===== config.mk =====
export PLATFORM = sky130hd
export DESIGN_NAME = coin_dispenser
export DESIGN_NICKNAME = d
export VERILOG_FILES = /design/src/rtl/vend_pkg.sv /design/src/rtl/coin_stock_counter.sv /design/src/rtl/coin_dispenser.sv
export SDC_FILE = /design/constraint.sdc
export NUM_CORES = 1
export LEC_CHECK = 0
export ABC_AREA = 0
export CORE_ASPECT_RATIO = 0.75
export CORE_MARGIN = 2
export CORE_UTILIZATION = 41
export CTS_CLUSTER_SIZE = 12
export DETAILED_ROUTE_END_ITERATION = 10
export SETUP_SLACK_MARGIN = 0.4
export SLEW_MARGIN = 20
export SYNTH_ARGS = -nofsm -noshare
export SYNTH_HDL_FRONTEND = slang
export SYNTH_SLANG_ARGS = --single-unit

===== constraint.sdc =====
create_clock -name clk -period 3.3 [get_ports clk]
set_input_delay 0.33 -clock clk [delete_from_list [all_inputs] [get_ports clk]]
set_output_delay 0.33 -clock clk [all_outputs]
set_load 0.1 [all_outputs]

===== src/rtl/vend_pkg.sv =====
// Shared types and constants for the change-return path: FSM states, default coin
// values and the 8-bit stock ceiling with a saturating add helper.
package vend_pkg;

    typedef enum logic [2:0] {
        ST_IDLE   = 3'd0,
        ST_SELECT = 3'd1,
        ST_PULSE  = 3'd2,
        ST_GAP    = 3'd3,
        ST_FINISH = 3'd4
    } state_t;

    localparam int COIN1_DEF = 1;
    localparam int COIN2_DEF = 2;
    localparam int COIN5_DEF = 5;

    localparam logic [7:0] STOCK_MAX = 8'd255;

    function automatic logic [7:0] sat_add8(input logic [7:0] a, input logic [7:0] b);
        logic [8:0] sum;
        sum = {1'b0, a} + {1'b0, b};
        return sum[8] ? STOCK_MAX : sum[7:0];
    endfunction

endpackage


===== src/rtl/coin_stock_counter.sv =====
// Per-denomination coin stock: saturating refill, decrement-if-nonzero take; 1-cycle update.
// No backpressure: refill and take are trusted to be mutually exclusive by the caller.
module coin_stock_counter
    import vend_pkg::*;
#(
    parameter int INIT_STOCK = 10,
    parameter int REFILL_QTY = 10
) (
    input  logic       clk,
    input  logic       rst,
    input  logic       refill,
    input  logic       take,
    output logic [7:0] count,
    output logic       nonzero
);

    logic [7:0] count_q;
    logic [7:0] count_d;

    always_comb begin
        count_d = count_q;
        if (refill) begin
            count_d = sat_add8(count_q, 8'(REFILL_QTY));
        end else if (take && (count_q != 8'd0)) begin
            count_d = count_q - 8'd1;
        end
    end

    always_ff @(posedge clk or posedge rst) begin
        if (rst) begin
            count_q <= 8'(INIT_STOCK);
        end else begin
            count_q <= count_d;
        end
    end

    assign count   = count_q;
    assign nonzero = (count_q != 8'd0);

endmodule


===== src/rtl/coin_dispenser.sv =====
// Greedy change-return FSM driving timed eject pulses; first eject 2 cycles after start,
// pulse period PULSE+GAP+1. Start/refill while busy are dropped (no queueing).
module coin_dispenser
    import vend_pkg::*;
#(
    parameter int COIN1_VALUE  = COIN1_DEF,
    parameter int COIN2_VALUE  = COIN2_DEF,
    parameter int COIN5_VALUE  = COIN5_DEF,
    parameter int PULSE_CYCLES = 4,
    parameter int GAP_CYCLES   = 4,
    parameter int INIT_STOCK   = 10,
    parameter int REFILL_QTY   = 10
) (
    input  logic       clk,
    input  logic       rst,
    input  logic       start,
    input  logic [7:0] amount,
    input  logic       refill1,
    input  logic       refill2,
    input  logic       refill5,
    output logic       busy,
    output logic       done,
    output logic       short_change,
    output logic [7:0] remaining,
    output logic       eject1,
    output logic       eject2,
    output logic       eject5,
    output logic [7:0] stock1,
    output logic [7:0] stock2,
    output logic [7:0] stock5
);

    localparam int TMAX = (PULSE_CYCLES > GAP_CYCLES) ? PULSE_CYCLES : GAP_CYCLES;
    localparam int TW   = $clog2(TMAX + 1);

    // Bit order for take/eject/nonzero vectors: [0]=coin1, [1]=coin2, [2]=coin5.
    state_t          state_q, state_d;
    logic [7:0]      rem_q, rem_d;
    logic [TW-1:0]   timer_q, timer_d;
    logic [2:0]      eject_q, eject_d;
    logic [2:0]      take;
    logic [2:0]      nonzero;
    logic            refill_ok;

    assign refill_ok = (state_q == ST_IDLE);

    coin_stock_counter #(.INIT_STOCK(INIT_STOCK), .REFILL_QTY(REFILL_QTY)) u_stock1 (
        .clk(clk), .rst(rst), .refill(refill1 && refill_ok), .take(take[0]),
        .count(stock1), .nonzero(nonzero[0])
    );
    coin_stock_counter #(.INIT_STOCK(INIT_STOCK), .REFILL_QTY(REFILL_QTY)) u_stock2 (
        .clk(clk), .rst(rst), .refill(refill2 && refill_ok), .take(take[1]),
        .count(stock2), .nonzero(nonzero[1])
    );
    coin_stock_counter #(.INIT_STOCK(INIT_STOCK), .REFILL_QTY(REFILL_QTY)) u_stock5 (
        .clk(clk), .rst(rst), .refill(refill5 && refill_ok), .take(take[2]),
        .count(stock5), .nonzero(nonzero[2])
    );

    always_comb begin
        state_d = state_q;
        rem_d   = rem_q;
        timer_d = timer_q;
        eject_d = eject_q;
        take    = 3'b000;
        case (state_q)
            ST_IDLE: begin
                if (start) begin
                    rem_d   = amount;
                    state_d = ST_SELECT;
                end
            end
            ST_SELECT: begin
                // COIN1 > 0, so rem == 0 never matches and falls through to FINISH.
                if ((rem_q >= 8'(COIN5_VALUE)) && nonzero[2]) begin
                    take  = 3'b100;
                    rem_d = rem_q - 8'(COIN5_VALUE);
                end else if ((rem_q >= 8'(COIN2_VALUE)) && nonzero[1]) begin
                    take  = 3'b010;
                    rem_d = rem_q - 8'(COIN2_VALUE);
                end else if ((rem_q >= 8'(COIN1_VALUE)) && nonzero[0]) begin
                    take  = 3'b001;
                    rem_d = rem_q - 8'(COIN1_VALUE);
                end
                if (take != 3'b000) begin
                    eject_d = take;
                    timer_d = TW'(PULSE_CYCLES - 1);
                    state_d = ST_PULSE;
                end else begin
                    state_d = ST_FINISH;
                end
            end
            ST_PULSE: begin
                if (timer_q == '0) begin
                    eject_d = 3'b000;
                    timer_d = TW'(GAP_CYCLES - 1);
                    state_d = ST_GAP;
                end else begin
                    timer_d = timer_q - TW'(1);
                end
            end
            ST_GAP: begin
                if (timer_q == '0) begin
                    state_d = ST_SELECT;
                end else begin
                    timer_d = timer_q - TW'(1);
                end
            end
            ST_FINISH: begin
                state_d = ST_IDLE;
            end
            default: begin
                state_d = ST_IDLE;
                eject_d = 3'b000;
            end
        endcase
    end

    always_ff @(posedge clk or posedge rst) begin
        if (rst) begin
            state_q <= ST_IDLE;
            rem_q   <= 8'd0;
            timer_q <= '0;
            eject_q <= 3'b000;
        end else begin
            state_q <= state_d;
            rem_q   <= rem_d;
            timer_q <= timer_d;
            eject_q <= eject_d;
        end
    end

    assign busy         = (state_q != ST_IDLE);
    assign done         = (state_q == ST_FINISH);
    assign short_change = done && (rem_q != 8'd0);
    assign remaining    = rem_q;
    assign eject1       = eject_q[0];
    assign eject2       = eject_q[1];
    assign eject5       = eject_q[2];

endmodule

# [After elaboration in Yosys (flattened, before gate mapping)]
# Index checks and enable logic that the tools add are counted.
[word_totals] reg_bits=41 latchBits=0 ram_bits=0 rom_bits=0 output_inout_bits=38 wordCells=90 mem_count=0
[classes] n_addsub=10 mul=0 div_mod_pow=0 n_lt_le_gt_ge=3 eq_ne=10 shifts=0 n_mux=31 bitwise_logic=1 reduce_logical=28
[op_table] operator="8-bit 2-to-1 mux" count=13
[op_table] operator="3-bit 2-to-1 mux" count=12
[op_table] operator="8-bit nonzero test" count=4
[op_table] operator="8-bit by 1-bit subtractor with 8-bit output (second input constant)" count=4
[op_table] operator="8-bit by 4-bit adder with 9-bit output (second input constant)" count=3
[op_table] operator="3-bit case mux with 3 select lines" count=2
[op_table] operator="8-bit case mux with 2 select lines" count=1
[op_table] operator="3-bit case mux with 4 select lines" count=1
[op_table] operator="3-bit AND reduction" count=4
[op_table] operator="1-bit logical AND" count=10
[op_table] operator="2-bit inequality test (second input constant)" count=5
[op_table] operator="3-bit nonzero test" count=3
[op_table] operator="8-bit by 1-bit >= comparator with 1-bit output (second input constant)" count=1
[op_table] operator="8-bit by 2-bit >= comparator with 1-bit output (second input constant)" count=1
[op_table] operator="8-bit by 3-bit >= comparator with 1-bit output (second input constant)" count=1
[op_table] operator="2-bit nonzero test" count=4
[op_table] operator="8-bit by 2-bit subtractor with 8-bit output (second input constant)" count=1
[op_table] operator="8-bit by 3-bit subtractor with 8-bit output (second input constant)" count=1
[op_table] operator="3-bit by 2-bit equality test with 1-bit output (second input constant)" count=2
[op_table] operator="3-bit zero test" count=2
[op_table] operator="4-bit inequality test (second input constant)" count=1
[op_table] operator="3-bit by 1-bit equality test with 1-bit output (second input constant)" count=1
[op_table] operator="3-bit equality test (second input constant)" count=1
[op_table] operator="3-bit OR reduction" count=1
[op_table] operator="4 further kinds" count=4

# [Longest topological paths before layout]
# Gate-level depths: netlist of the first run.
[logic_depth] ltp_word=10 depth_mapped=9 mapped_depth_nobuf=8

# [Hierarchy]
# Synthesis of the first run repeated with hierarchy kept, for this count alone.
[unflattened] cells_unflattened=397 area_unflattened_um2=3339.5
[by_module_without_submodules] module="coin_stock_counter" n_inst=3 cells_per_inst=82 area_each_um2=660.6 seq_area_each_um2=202.7
[by_module_without_submodules] module="coin_dispenser" n_inst=1 cells_per_inst=151 area_each_um2=1357.6 seq_area_each_um2=425.4

# [Worst setup path before layout of the first run]
# OpenSTA, ideal clock, no wires.
[synth_timing] path_kind="flip-flop to flip-flop" start="register rem_q[1] (netlist: remaining[1])" end="register u_stock1.count_q[4] (netlist: u_stock1.count[4])" arrival_time_ns=3.213 setup_slack_ns=-0.042 path_stages_with_launch=9 n_path_buf=0 synth_period_minus_slack_ns=3.342 cell_sequence="dfrtp_1 > inv_1 > ha_1 > nand2b_1 > a211oi_4 > o21ai_2 > or4_4 > o22ai_2 > mux2_1"
[synth_between] elab_chain_len=9 elab_cells_between_ends=13 classes_between="order compare (3); mux (5); reduce/logical (5)"
[synth_rtl] element="start: declaration" line_no="coin_dispenser.sv:38" text="logic [7:0] rem_q, rem_d;"
[synth_rtl] element="start signal: assignment" line_no="coin_dispenser.sv:127" text="rem_q <= rem_d;"
[synth_rtl] element="8-bit by 1-bit >= comparator with 1-bit output" line_no="coin_dispenser.sv:81" text="end else if ((rem_q >= 8'(COIN1_VALUE)) && nonzero[0]) begin"
[synth_rtl] element="1-bit logical AND" line_no="coin_dispenser.sv:81"
[synth_rtl] element="1-bit 2-to-1 mux" line_no="coin_dispenser.sv:81"
[synth_rtl] element="2-bit 2-to-1 mux" line_no="coin_dispenser.sv:78" text="end else if ((rem_q >= 8'(COIN2_VALUE)) && nonzero[1]) begin"
[synth_rtl] element="3-bit 2-to-1 mux (*)" line_no="coin_dispenser.sv:75" text="if ((rem_q >= 8'(COIN5_VALUE)) && nonzero[2]) begin"
[synth_rtl] element="3-bit 2-to-1 mux (*) (2 in a row)" line_no="coin_dispenser.sv:66" text="case (state_q)"
[synth_rtl] element="1-bit logical AND (*)" line_no="coin_stock_counter.sv:24" text="end else if (take && (count_q != 8'd0)) begin"
[synth_rtl] element="2-bit nonzero test (no line) (*)"
[synth_rtl] element="end signal: assignment" line_no="coin_stock_counter.sv:31" text="count_q <= 8'(INIT_STOCK);"
[synth_rtl] element="end signal: assignment" line_no="coin_stock_counter.sv:33" text="count_q <= count_d;"
[synth_rtl] element="end: declaration" line_no="coin_stock_counter.sv:17" text="logic [7:0] count_q;"
# Every way passes the cells marked *; elsewhere a longest branch is shown, timed or not. The select of a mux whose other input is x is not followed.
# A chain may end at the register's enable or synchronous reset.

# [Worst setup path after layout of the first run]
# Ends and elaborated chain as after synthesis.

==> impl_results.md, run 1 <==
- Status: finished clean
- Max Freq: 359 MHz
- Post-layout min period: 2.79 ns
- Vias in the first global route: 2660
- IO Pins: 52
- Worst slew pin tran: 1.00 ns
- CP Max Fanout: 8
- Switching share of power: 0.203
- DR WL/cell: 16.0 um
- Period utilization: 0.845
- Synthesis-to-finish area growth: 24.6%
- Worst Setup Path Type: reg -> reg
- Reg power frac: 0.488
- # setup viols final: 0
- Max_slew headroom: 0.331
- Dpl hpwl: 5970 um
- Seq/Total Area, Yosys: 0.333
- CTS Sinks: 41
- CTS H-Tree Depth: 2
- Global route overflow: 0
- Clk root buf: clkbuf_8
- Final Power: 0.00103 W
- Initial DRT Pass Iterations: 4
- Post-DRT Antenna Nets: 0
- Routed Wire Length: 8130 um
- Final Skew: 0.00741 ns
- Synth Net Count: 394
- Max_cap viols: 0
- Endpoints failing hold: 0
- Clk pwr share: 0.472
- Max Slew Vio Count: 0
- Initial antenna violation count: 0
- # rows: 27
- Number of antenna repair diodes: 0
- Count of input and output buffers: 51
- Detailed Route Iter0 Violations: 162
- Largest net degree at the start of global routing: 42
- LEAKAGE: 1.60 nW
- Startpoint Class: flip-flop
- Synth Warn #: 0
- Async SR Flop Fraction: 1.00
- Clock transition at path regs: 0.09 ns
- Via/cell ratio: 5.64
- Initial Util: 0.423
- Primary FF master, synth: dfrtp_1
- CTS buffer count: 5
- Tot GR Track Use: 0.198
- Multi-input gate area in the final layout: 1930 um2
- Placer congestion estimate: 0.919
- First-pass GRT wire length: 13200 um
- Mapped cell area: 3100 um2
- Horiz. Die Dim: 104 um
- Critical Path AT: 2.97 ns
- Cell variety after synth: 71
- Cells after synthesis: 355
- RSZ-0062 raised after global routing: no
- Fin nets: 445
- Cell internal pwr: 0.000823 W
- Flop and latch count out of synthesis: 41
- Die Ht: 79.3 um
- Switching power: 0.000210 W
- Max Root-Sink Buffers: 2
- Worst-Skew Late Latency: 0.30 ns
- Setup TNS: 0 ns
- Critical Path End Type: flip-flop
- HP Class: in -> async
- Detailed-route via count: 2866
- Placeable Area: 7330 um2
- Worst Path Required: 3.49 ns
- Share of layout cells above drive strength 1: 0.138
- # DRC: 0
- Avg Synthesized Cell Area: 8.73 um2
- Post-synth EDFFs: 0
- Power per cell area: 267 nW/um2
- Logic pwr share: 0.039
- CTS tree: done
- Maximum VDD drop: 0.000167 V
- Die area: 8280 um2
- FILL cells: 685
- Register area: 1050 um2
layer usage:
layer / track usage / share of wire / up-vias
met5: 0 / 0 / -
met4: 0.0378 / 0.0059 / 0
met1: 0.298 / 0.51 / 1361
met3: 0.0361 / 0.056 / 5
li1: - / - / 1432
met2: 0.297 / 0.42 / 68
kinds of logic (layout without fill, tap and decap cells):
kind of cell               count (synthesis)  after routing  synth area share
adders and majority gates                 25             25             0.101
xor gates and xnor gates                   4              4            0.0113
muxes                                      7              7            0.0242
DFF                                       41             41             0.333
and+or+nand+nor                          130            130             0.228
AOI/OAI and AO/OA                        113            113             0.259
buffers and inverters                     35             87            0.0436
sequential cells by signal, summed over array words and instances, names as in the netlist:
register and count:
eject_q 3, remaining 8, state_q 3, timer_q 3, u_stock1.count 8, u_stock2.count 8, u_stock5.count 8
cell usage after synthesis (2+ instances only):
cell type | instances | share of area
a211oi_1 | 4 | 0.0097
a21boi_0 | 3 | 0.0073
a21o_1 | 4 | 0.0097
a21oi_1 | 18 | 0.029
a22oi_1 | 5 | 0.012
a31o_2 | 2 | 0.0057
a31oi_1 | 10 | 0.020
a41o_1 | 2 | 0.0065
and2_1 | 6 | 0.012
and3_1 | 2 | 0.0040
buf_2 | 3 | 0.0048
clkbuf_1 | 9 | 0.011
dfrtp_1 | 35 | 0.28
dfstp_2 | 6 | 0.051
ha_1 | 25 | 0.10
inv_1 | 22 | 0.027
mux2_2 | 3 | 0.011
mux2i_1 | 3 | 0.0097
nand2_1 | 33 | 0.040
nand2b_1 | 8 | 0.016
nand3_1 | 7 | 0.011
nand4_1 | 5 | 0.010
nand4b_1 | 2 | 0.0057
nor2_1 | 31 | 0.038
nor2b_1 | 2 | 0.0040
nor3_1 | 8 | 0.013
nor4_1 | 7 | 0.014
o211a_1 | 3 | 0.0097
o211ai_1 | 7 | 0.017
o21a_1 | 6 | 0.015
o21ai_0 | 18 | 0.029
o21ai_1 | 2 | 0.0032
o221ai_1 | 2 | 0.0057
o22ai_1 | 6 | 0.012
or2_2 | 2 | 0.0040
or4_1 | 3 | 0.0073
or4_4 | 3 | 0.011
or4b_2 | 2 | 0.0065
or4b_4 | 2 | 0.0089
xnor2_1 | 3 | 0.0085
path summary, 6_finish.rpt:
path                                   start           endpoint  depth (start not counted)  slack (ns)
worst max register to register  remaining[1]  u_stock1.count[4]                          8        0.51
min in group clk                  eject_q[0]         eject_q[0]                          2        0.49
worst min-delay path                     rst  u_stock5.count[5]                          3        0.46
worst max-delay path            remaining[1]  u_stock1.count[4]                          8        0.51
max in group asynchronous                rst       remaining[1]                          3        2.41
worst min register to register    eject_q[0]         eject_q[0]                          2        0.49
cell usage in the layout, fill, tap and decap left out, types with 3 or more instances in the layout:
master,synthesis,routed
dfstp_2,6,6
inv_1,22,22
and2_1,6,6
nand2_1,33,33
or4_1,3,3
o211a_1,3,3
or4_4,3,3
a31oi_1,10,10
mux2_2,3,3
a211oi_1,4,4
nand3_1,7,7
ha_1,25,25
nand2b_1,8,8
a21boi_0,3,3
o211ai_1,7,7
o22ai_1,6,6
o21ai_0,18,18
a21o_1,4,4
nor4_1,7,7
a22oi_1,5,5
mux2i_1,3,3
nand4_1,5,5
a21oi_1,18,18
clkdlybuf4s50_1,0,45
dfrtp_2,0,8
buf_4,0,12
o21a_1,6,6
clkbuf_8,0,5
dfrtp_1,35,26
nor2_1,31,31
nor3_1,8,8
xnor2_1,3,3
worst max-delay path: stages, from the launching register on:
cell      delay [ns]
dfrtp_4         0.51
inv_1           0.22
ha_1            0.28
nand2b_1        0.17
a211oi_4        0.35
o21ai_2         0.14
or4_4           0.56
o22ai_2         0.13
mux2_1          0.32
cell type report:
type                    instances  area share
multi-input cells             279       0.500
repair buffers                 57       0.140
flip-flops and latches         41       0.271
clock buffers                   5      0.0178
clock inverters                 3      0.0168
well taps                     101      0.0327
inverters                      22      0.0214
power by group through the flow:
| stage | sequential (W) | combinational (W) | clock, W |
|---|---|---|---|
| final | 0.000504 | 0.0000406 | 0.000488 |
| after global routing | 0.000505 | 0.0000442 | 0.000523 |
| after CTS | 0.000504 | 0.0000419 | 0.000498 |
| after detailed placement | 0.000514 | 0.0000416 | 0 |
| after global placement | 0.000514 | 0.0000422 | 0 |
| after floorplan | 0.000518 | 0.0000146 | 0 |
stage by stage:
step	hold slack [ns]	instances	instance area (um2)	utilization	setup slack [ns]
6_report	0.464	508	3860	0.527	0.513
5_1_grt	0.520	508	3860	0.527	0.382
4_1_cts	0.484	507	3850	0.526	0.444
3_5_place_dp	0.471	499	3720	0.508	0.458
3_3_place_gp	0.473	499	3720	0.508	0.535
2_1_floorplan	0.451	355	3110	-	0.468
timing repair:
action                     CTS  global route
resized for setup            0             1
hold buffers                 0             0
setup endpoints to repair    0             5
buffers inserted             0             1
hold endpoints to repair     0             0
No activity file was read; power rests on OpenSTA's default activity.
==> run 2, diff against run 1 <==
==> constraint.sdc (replaced) <==
create_clock -name clk -period 2.7 [get_ports clk]
set_input_delay 0.27 -clock clk [delete_from_list [all_inputs] [get_ports clk]]
set_output_delay 0.27 -clock clk [all_outputs]
set_load 0.1 [all_outputs]
==> impl_results.md, run 2 (synthesis results as in run 1) <==
- Status: finished clean (unchanged)
- Most frequent cells in the layout: buf_4, nand2_1, nor2_1 (was clkdlybuf4s50_1, nand2_1, nor2_1)
- Period utilization: 0.938 (was 0.845)
- Setup TNS: 0 ns (unchanged)
- Post-layout min period: 2.53 ns (was 2.79 ns)
- # setup viols final: 0 (unchanged)
- Power per cell area: 279 nW/um2 (was 267 nW/um2)
- Maximum VDD drop: 0.000172 V (was 0.000167 V)
- Initial antenna violation count: 0 (unchanged)
- Critical Path AT: 2.71 ns (was 2.97 ns)
- Worst Path Required: 2.88 ns (was 3.49 ns)
- Dpl hpwl: 6240 um (was 5970 um)
- Horiz. Die Dim: 104 um (unchanged)
- Endpoints failing hold: 0 (unchanged)
- FILL cells: 678 (was 685)
- Global route overflow: 0 (unchanged)
- Max_slew headroom: 0.614 (was 0.331)
- Number of hold buffers added after cts: 0 (unchanged)
- Routed Wire Length: 8850 um (was 8130 um)
- Max Root-Sink Buffers: 2 (unchanged)
- Placeable Area: 7330 um2 (unchanged)
- Tot GR Track Use: 0.212 (was 0.198)
- Worst slew pin tran: 0.578 ns (was 1.00 ns)
- RSZ-0062 raised after global routing: yes (was no)
- # DRC: 0 (unchanged)
- First-pass GRT wire length: 14100 um (was 13200 um)
- Max Slew Vio Count: 0 (unchanged)
- Post-DRT Antenna Nets: 0 (unchanged)
- Worst Setup Path Type: reg -> reg (unchanged)
- Most common cell after layout, fill and taps aside: buf_4 (was clkdlybuf4s50_1)
- DR WL/cell: 16.5 um (was 16.0 um)
- CTS H-Tree Depth: 2 (unchanged)
- Max Freq: 395 MHz (was 359 MHz)
- CTS buffer count: 5 (unchanged)
- Number of antenna repair diodes: 0 (unchanged)
- Synthesis-to-finish area growth: 38.5% (was 24.6%)
- Placer congestion estimate: 0.875 (was 0.919)
- PnR worst setup slack: 0.168 ns (was 0.513 ns)
- Fin nets: 472 (was 445)
- # rows: 27 (unchanged)
- LEAKAGE: 1.83 nW (was 1.60 nW)
- Clk root buf: clkbuf_8 (unchanged)
- Final Skew: 0.0122 ns (was 0.00741 ns)
- Detailed Route Iter0 Violations: 172 (was 162)
- Placed cells: 511 (was 499)
- Die area: 8280 um2 (unchanged)
- Largest net degree at the start of global routing: 42 (unchanged)
- Finished Layout Cells: 535 (was 508)
- Critical Path End Type: flip-flop (unchanged)
- Vias in the first global route: 2765 (was 2660)
- Detailed-route via count: 3014 (was 2866)
- Max_cap viols: 0 (unchanged)
- Count of input and output buffers: 51 (unchanged)
- CTS tree: done (unchanged)
- Initial DRT Pass Iterations: 4 (unchanged)
- HP Class: in -> async (unchanged)
- Worst slack, placed: 0.0796 ns (was 0.458 ns)
- CP Max Fanout: 4 (was 8)
- Share of layout cells above drive strength 1: 0.362 (was 0.138)
- Initial Util: 0.423 (unchanged)
- CTS Sinks: 41 (unchanged)
- Die Ht: 79.3 um (unchanged)
- Clock transition at path regs: 0.09 ns (about the same)
- Worst-Skew Late Latency: 0.30 ns (about the same)
- Startpoint Class: flip-flop (unchanged)
- Util after Layout: 0.586 (was 0.527)
- Via/cell ratio: 5.63 (was 5.64)
- IO Pins: 52 (unchanged)
[run 2: area by class of cell]
class,instances,area (um2),area share
clock buffer,7,86.3,0.0201
clock inverter,1,30.0,0.00700
inverter,22,85.1,0.0198
multi-input combinational,279,2210,0.515
sequential,41,1060,0.248
tap,101,126,0.0294
timing repair buffer,84,691,0.161
[run 2: path summary, 6_finish.rpt]
check	from	end	slack (ns)	cells after the start
max	u_stock5.count[3]	remaining[6]	0.17	7
max reg2reg	u_stock5.count[3]	remaining[6]	0.17	7
min reg2reg	eject_q[0]	eject_q[0]	0.49	2
max in group asynchronous	rst	remaining[0]	1.83	3
min in group clk	eject_q[0]	eject_q[0]	0.49	2
min	rst	u_stock1.count[6]	0.40	3
[run 2: worst max-delay path, stage by stage (launching register included)]
cell,delay [ns]
dfstp_4,0.47
or4_4,0.56
or4b_4,0.56
buf_4,0.17
a31oi_4,0.17
a311oi_1,0.09
o21a_1,0.20
o22a_1,0.19
[run 2: power by group]
part	total, W	switching [W]	internal, W
clock	0.000532	0.000230	0.000302
sequential	0.000617	0.00000221	0.000614
combinational	0.0000499	0.0000257	0.0000242
[run 2: routing by layer]
layer / routed length (um) / GRT usage
met1: 4540 / 0.326
met2: 3780 / 0.305
met3: 455 / 0.0427
met4: 88 / 0.0405
met5: 0 / 0
[run 2: per-stage QoR]
step           power, W  instance area, um2  hold slack [ns]
2_1_floorplan  0.000650                3230            0.401
3_3_place_gp   0.000678                3850            0.469
3_5_place_dp   0.000678                3850            0.473
4_1_cts         0.00122                4110            0.441
5_1_grt         0.00125                4290            0.518
6_report        0.00120                4290            0.403
[run 2: what timing repair did]
item,CTS,global route
resized for setup,18,28
buffers inserted,8,8
setup endpoints to repair,33,37
pin swaps,12,13
==> run 3, diff against run 2 <==
--- a/config.mk
+++ b/config.mk
@@ -9,6 +9,7 @@
 export CORE_ASPECT_RATIO = 0.75
 export CORE_MARGIN = 2
 export CORE_UTILIZATION = 41
+export CTS_CLUSTER_DIAMETER = 40
 export CTS_CLUSTER_SIZE = 12
 export DETAILED_ROUTE_END_ITERATION = 10
 export SETUP_SLACK_MARGIN = 0.4
==> constraint.sdc (replaced) <==
create_clock -name clk -period 2.8 [get_ports clk]
set_input_delay 0.28 -clock clk [delete_from_list [all_inputs] [get_ports clk]]
set_output_delay 0.28 -clock clk [all_outputs]
set_load 0.1 [all_outputs]
==> impl_results.md, run 3 (synthesis results as in run 1) <==
- Status: finished clean (unchanged)
- Number of antenna repair diodes: 0 (unchanged)
- Most common cell after layout, fill and taps aside: buf_4 (unchanged)
- Final Skew: 0.0133 ns (was 0.0122 ns)
- Worst Path Required: 2.97 ns (was 2.88 ns)
- Finished Layout Cells: 530 (was 535)
- Util after Layout: 0.577 (was 0.586)
- # rows: 27 (unchanged)
- Period utilization: 0.919 (was 0.938)
- Share of layout cells above drive strength 1: 0.350 (was 0.362)
- Max Root-Sink Buffers: 2 (unchanged)
- R2R depth: 6 (was 7)
- Most common cell on crit path: or4_4
- Detailed Route Iter0 Violations: 183 (was 172)
- Placed cell area: 3770 um2 (was 3850 um2)
- Max Slew Vio Count: 0 (unchanged)
- Detailed-route via count: 3017 (was 3014)
- Critical Path End Type: flip-flop (unchanged)
- LEAKAGE: 1.79 nW (was 1.83 nW)
- Critical Path AT: 2.75 ns (was 2.71 ns)
- Most frequent cells in the layout: buf_4, nand2_1, nor2_1 (unchanged)
- Post-layout min period: 2.57 ns (was 2.53 ns)
- Synthesis-to-finish area growth: 36.4% (was 38.5%)
- Max Freq: 388 MHz (was 395 MHz)
- Initial Util: 0.423 (unchanged)
- Tot GR Track Use: 0.214 (was 0.212)
- CP Max Fanout: 4 (unchanged)
- Startpoint Class: flip-flop (unchanged)
- First-pass GRT wire length: 14500 um (was 14100 um)
- Placeable Area: 7330 um2 (unchanged)
- CTS buffer count: 5 (unchanged)
- IO Pins: 52 (unchanged)
- Power per cell area: 250 nW/um2 (was 279 nW/um2)
- Die area: 8280 um2 (unchanged)
- CTS tree: done (unchanged)
- Max_slew headroom: 0.482 (was 0.614)
- Die Ht: 79.3 um (unchanged)
- # DRC: 0 (unchanged)
- Maximum VDD drop: 0.000163 V (was 0.000172 V)
- # setup viols final: 0 (unchanged)
- Worst R2R Start: u_stock5.count[4] (was u_stock5.count[3])
- Crit-path cells: or4_4 -> nor4b_4 -> o21ai_2 -> or4_4 -> o22ai_2 -> mux2_4 (was or4_4 -> or4b_4 -> buf_4 -> a31oi_4 -> a311oi_1 -> o21a_1 -> o22a_1)
- Worst slack, placed: 0.162 ns (was 0.0796 ns)
- RSZ-0062 raised after global routing: yes (unchanged)
- Reg2reg setup slack: 0.23 ns (was 0.17 ns)
- Critical R2R Capture: u_stock1.count[4] (was remaining[6])
- Placed cells: 503 (was 511)
- Worst Setup Path Type: reg -> reg (unchanged)
- Dpl hpwl: 5990 um (was 6240 um)
- Fin nets: 467 (was 472)
- Vias in the first global route: 2860 (was 2765)
- Via/cell ratio: 5.69 (was 5.63)
- Worst slew pin tran: 0.769 ns (was 0.578 ns)
- HP Class: in -> async (unchanged)
- DR WL/cell: 16.8 um (was 16.5 um)
- CTS H-Tree Depth: 2 (unchanged)
- Initial antenna violation count: 0 (unchanged)
- Global route overflow: 0 (unchanged)
- Count of input and output buffers: 51 (unchanged)
- Slowest CP cell: or4_4 (unchanged)
- Final Power: 0.00106 W (was 0.00120 W)
- Post-DRT Antenna Nets: 0 (unchanged)
- Max_cap viols: 0 (unchanged)
- Initial DRT Pass Iterations: 5 (was 4)
- Worst-Skew Late Latency: 0.30 ns (about the same)
- Number of hold buffers added after cts: 0 (unchanged)
- Largest net degree at the start of global routing: 42 (unchanged)
- Design Area, Final: 4230 um2 (was 4290 um2)
- Routed Wire Length: 8890 um (was 8850 um)
- Crit-path max cell delay: 0.58 ns (was 0.56 ns)
- Horiz. Die Dim: 104 um (unchanged)
- Placer congestion estimate: 0.869 (was 0.875)
- Endpoints failing hold: 0 (unchanged)
- Clock transition at path regs: 0.09 ns (about the same)
- Clk root buf: clkbuf_8 (unchanged)
- CTS Sinks: 41 (unchanged)
- PnR worst setup slack: 0.226 ns (was 0.168 ns)
run 3: stage by stage:
| step | hold WS [ns] | setup TNS [ns] |
|---|---|---|
| global placement | 0.471 | 0 |
| finish | 0.432 | 0 |
| global route | 0.480 | 0 |
| CTS | 0.458 | 0 |
| detailed placement | 0.468 | 0 |
| floorplan | 0.411 | -0.00581 |
run 3: repair_timing:
action / 4_1_cts / 5_1_grt
endpoints found under the hold margin: 0 / 0
endpoints found under the setup margin: 27 / 36
resized for setup: 18 / 27
pin swaps: 9 / 7
gates cloned: 1 / 0
buffers inserted: 11 / 7
run 3: worst max-delay path by stage:
stage | depth (start not counted) | slack (ns) | from | end
floorplan | 7 | -0.006 | u_stock5.count[3] | u_stock1.count[4]
global placement | 6 | 0.22 | remaining[3] | u_stock1.count[5]
detailed placement | 6 | 0.16 | remaining[3] | u_stock1.count[5]
CTS | 6 | 0.21 | u_stock5.count[4] | u_stock2.count[7]
global route | 6 | 0.15 | u_stock5.count[4] | u_stock1.count[4]
finish | 6 | 0.23 | u_stock5.count[4] | u_stock1.count[4]
run 3: worst max-delay path: cells and delay by family (launching register included):
kind,cells,cell delay (ns)
and+or+nand+nor,3,1.42
DFF,1,0.48
muxes,1,0.31
AOI/OAI and AO/OA,2,0.24
run 3: final cells by class:
| type | instances | area (um2) |
|---|---|---|
| inverters | 22 | 85.1 |
| clock buffers | 8 | 90.1 |
| repair buffers | 78 | 641 |
| multi-input cells | 280 | 2230 |
| flip-flops and latches | 41 | 1060 |
| fillers | 688 | 3100 |
| well taps | 101 | 126 |
run 3: layer usage:
layer	wire, um	vias up	GRT usage
li1	-	1476	-
met1	4290	1462	0.303
met2	4080	71	0.348
met3	435	8	0.0411
met4	84	0	0.0338
met5	0	-	0
run 3: power by group:
group,switching [W],total (W),leakage (nW),internal (W)
registers,0.00000186,0.000594,0.458,0.000593
logic,0.0000240,0.0000467,1.28,0.0000227
clock network,0.000213,0.000414,0.0455,0.000202
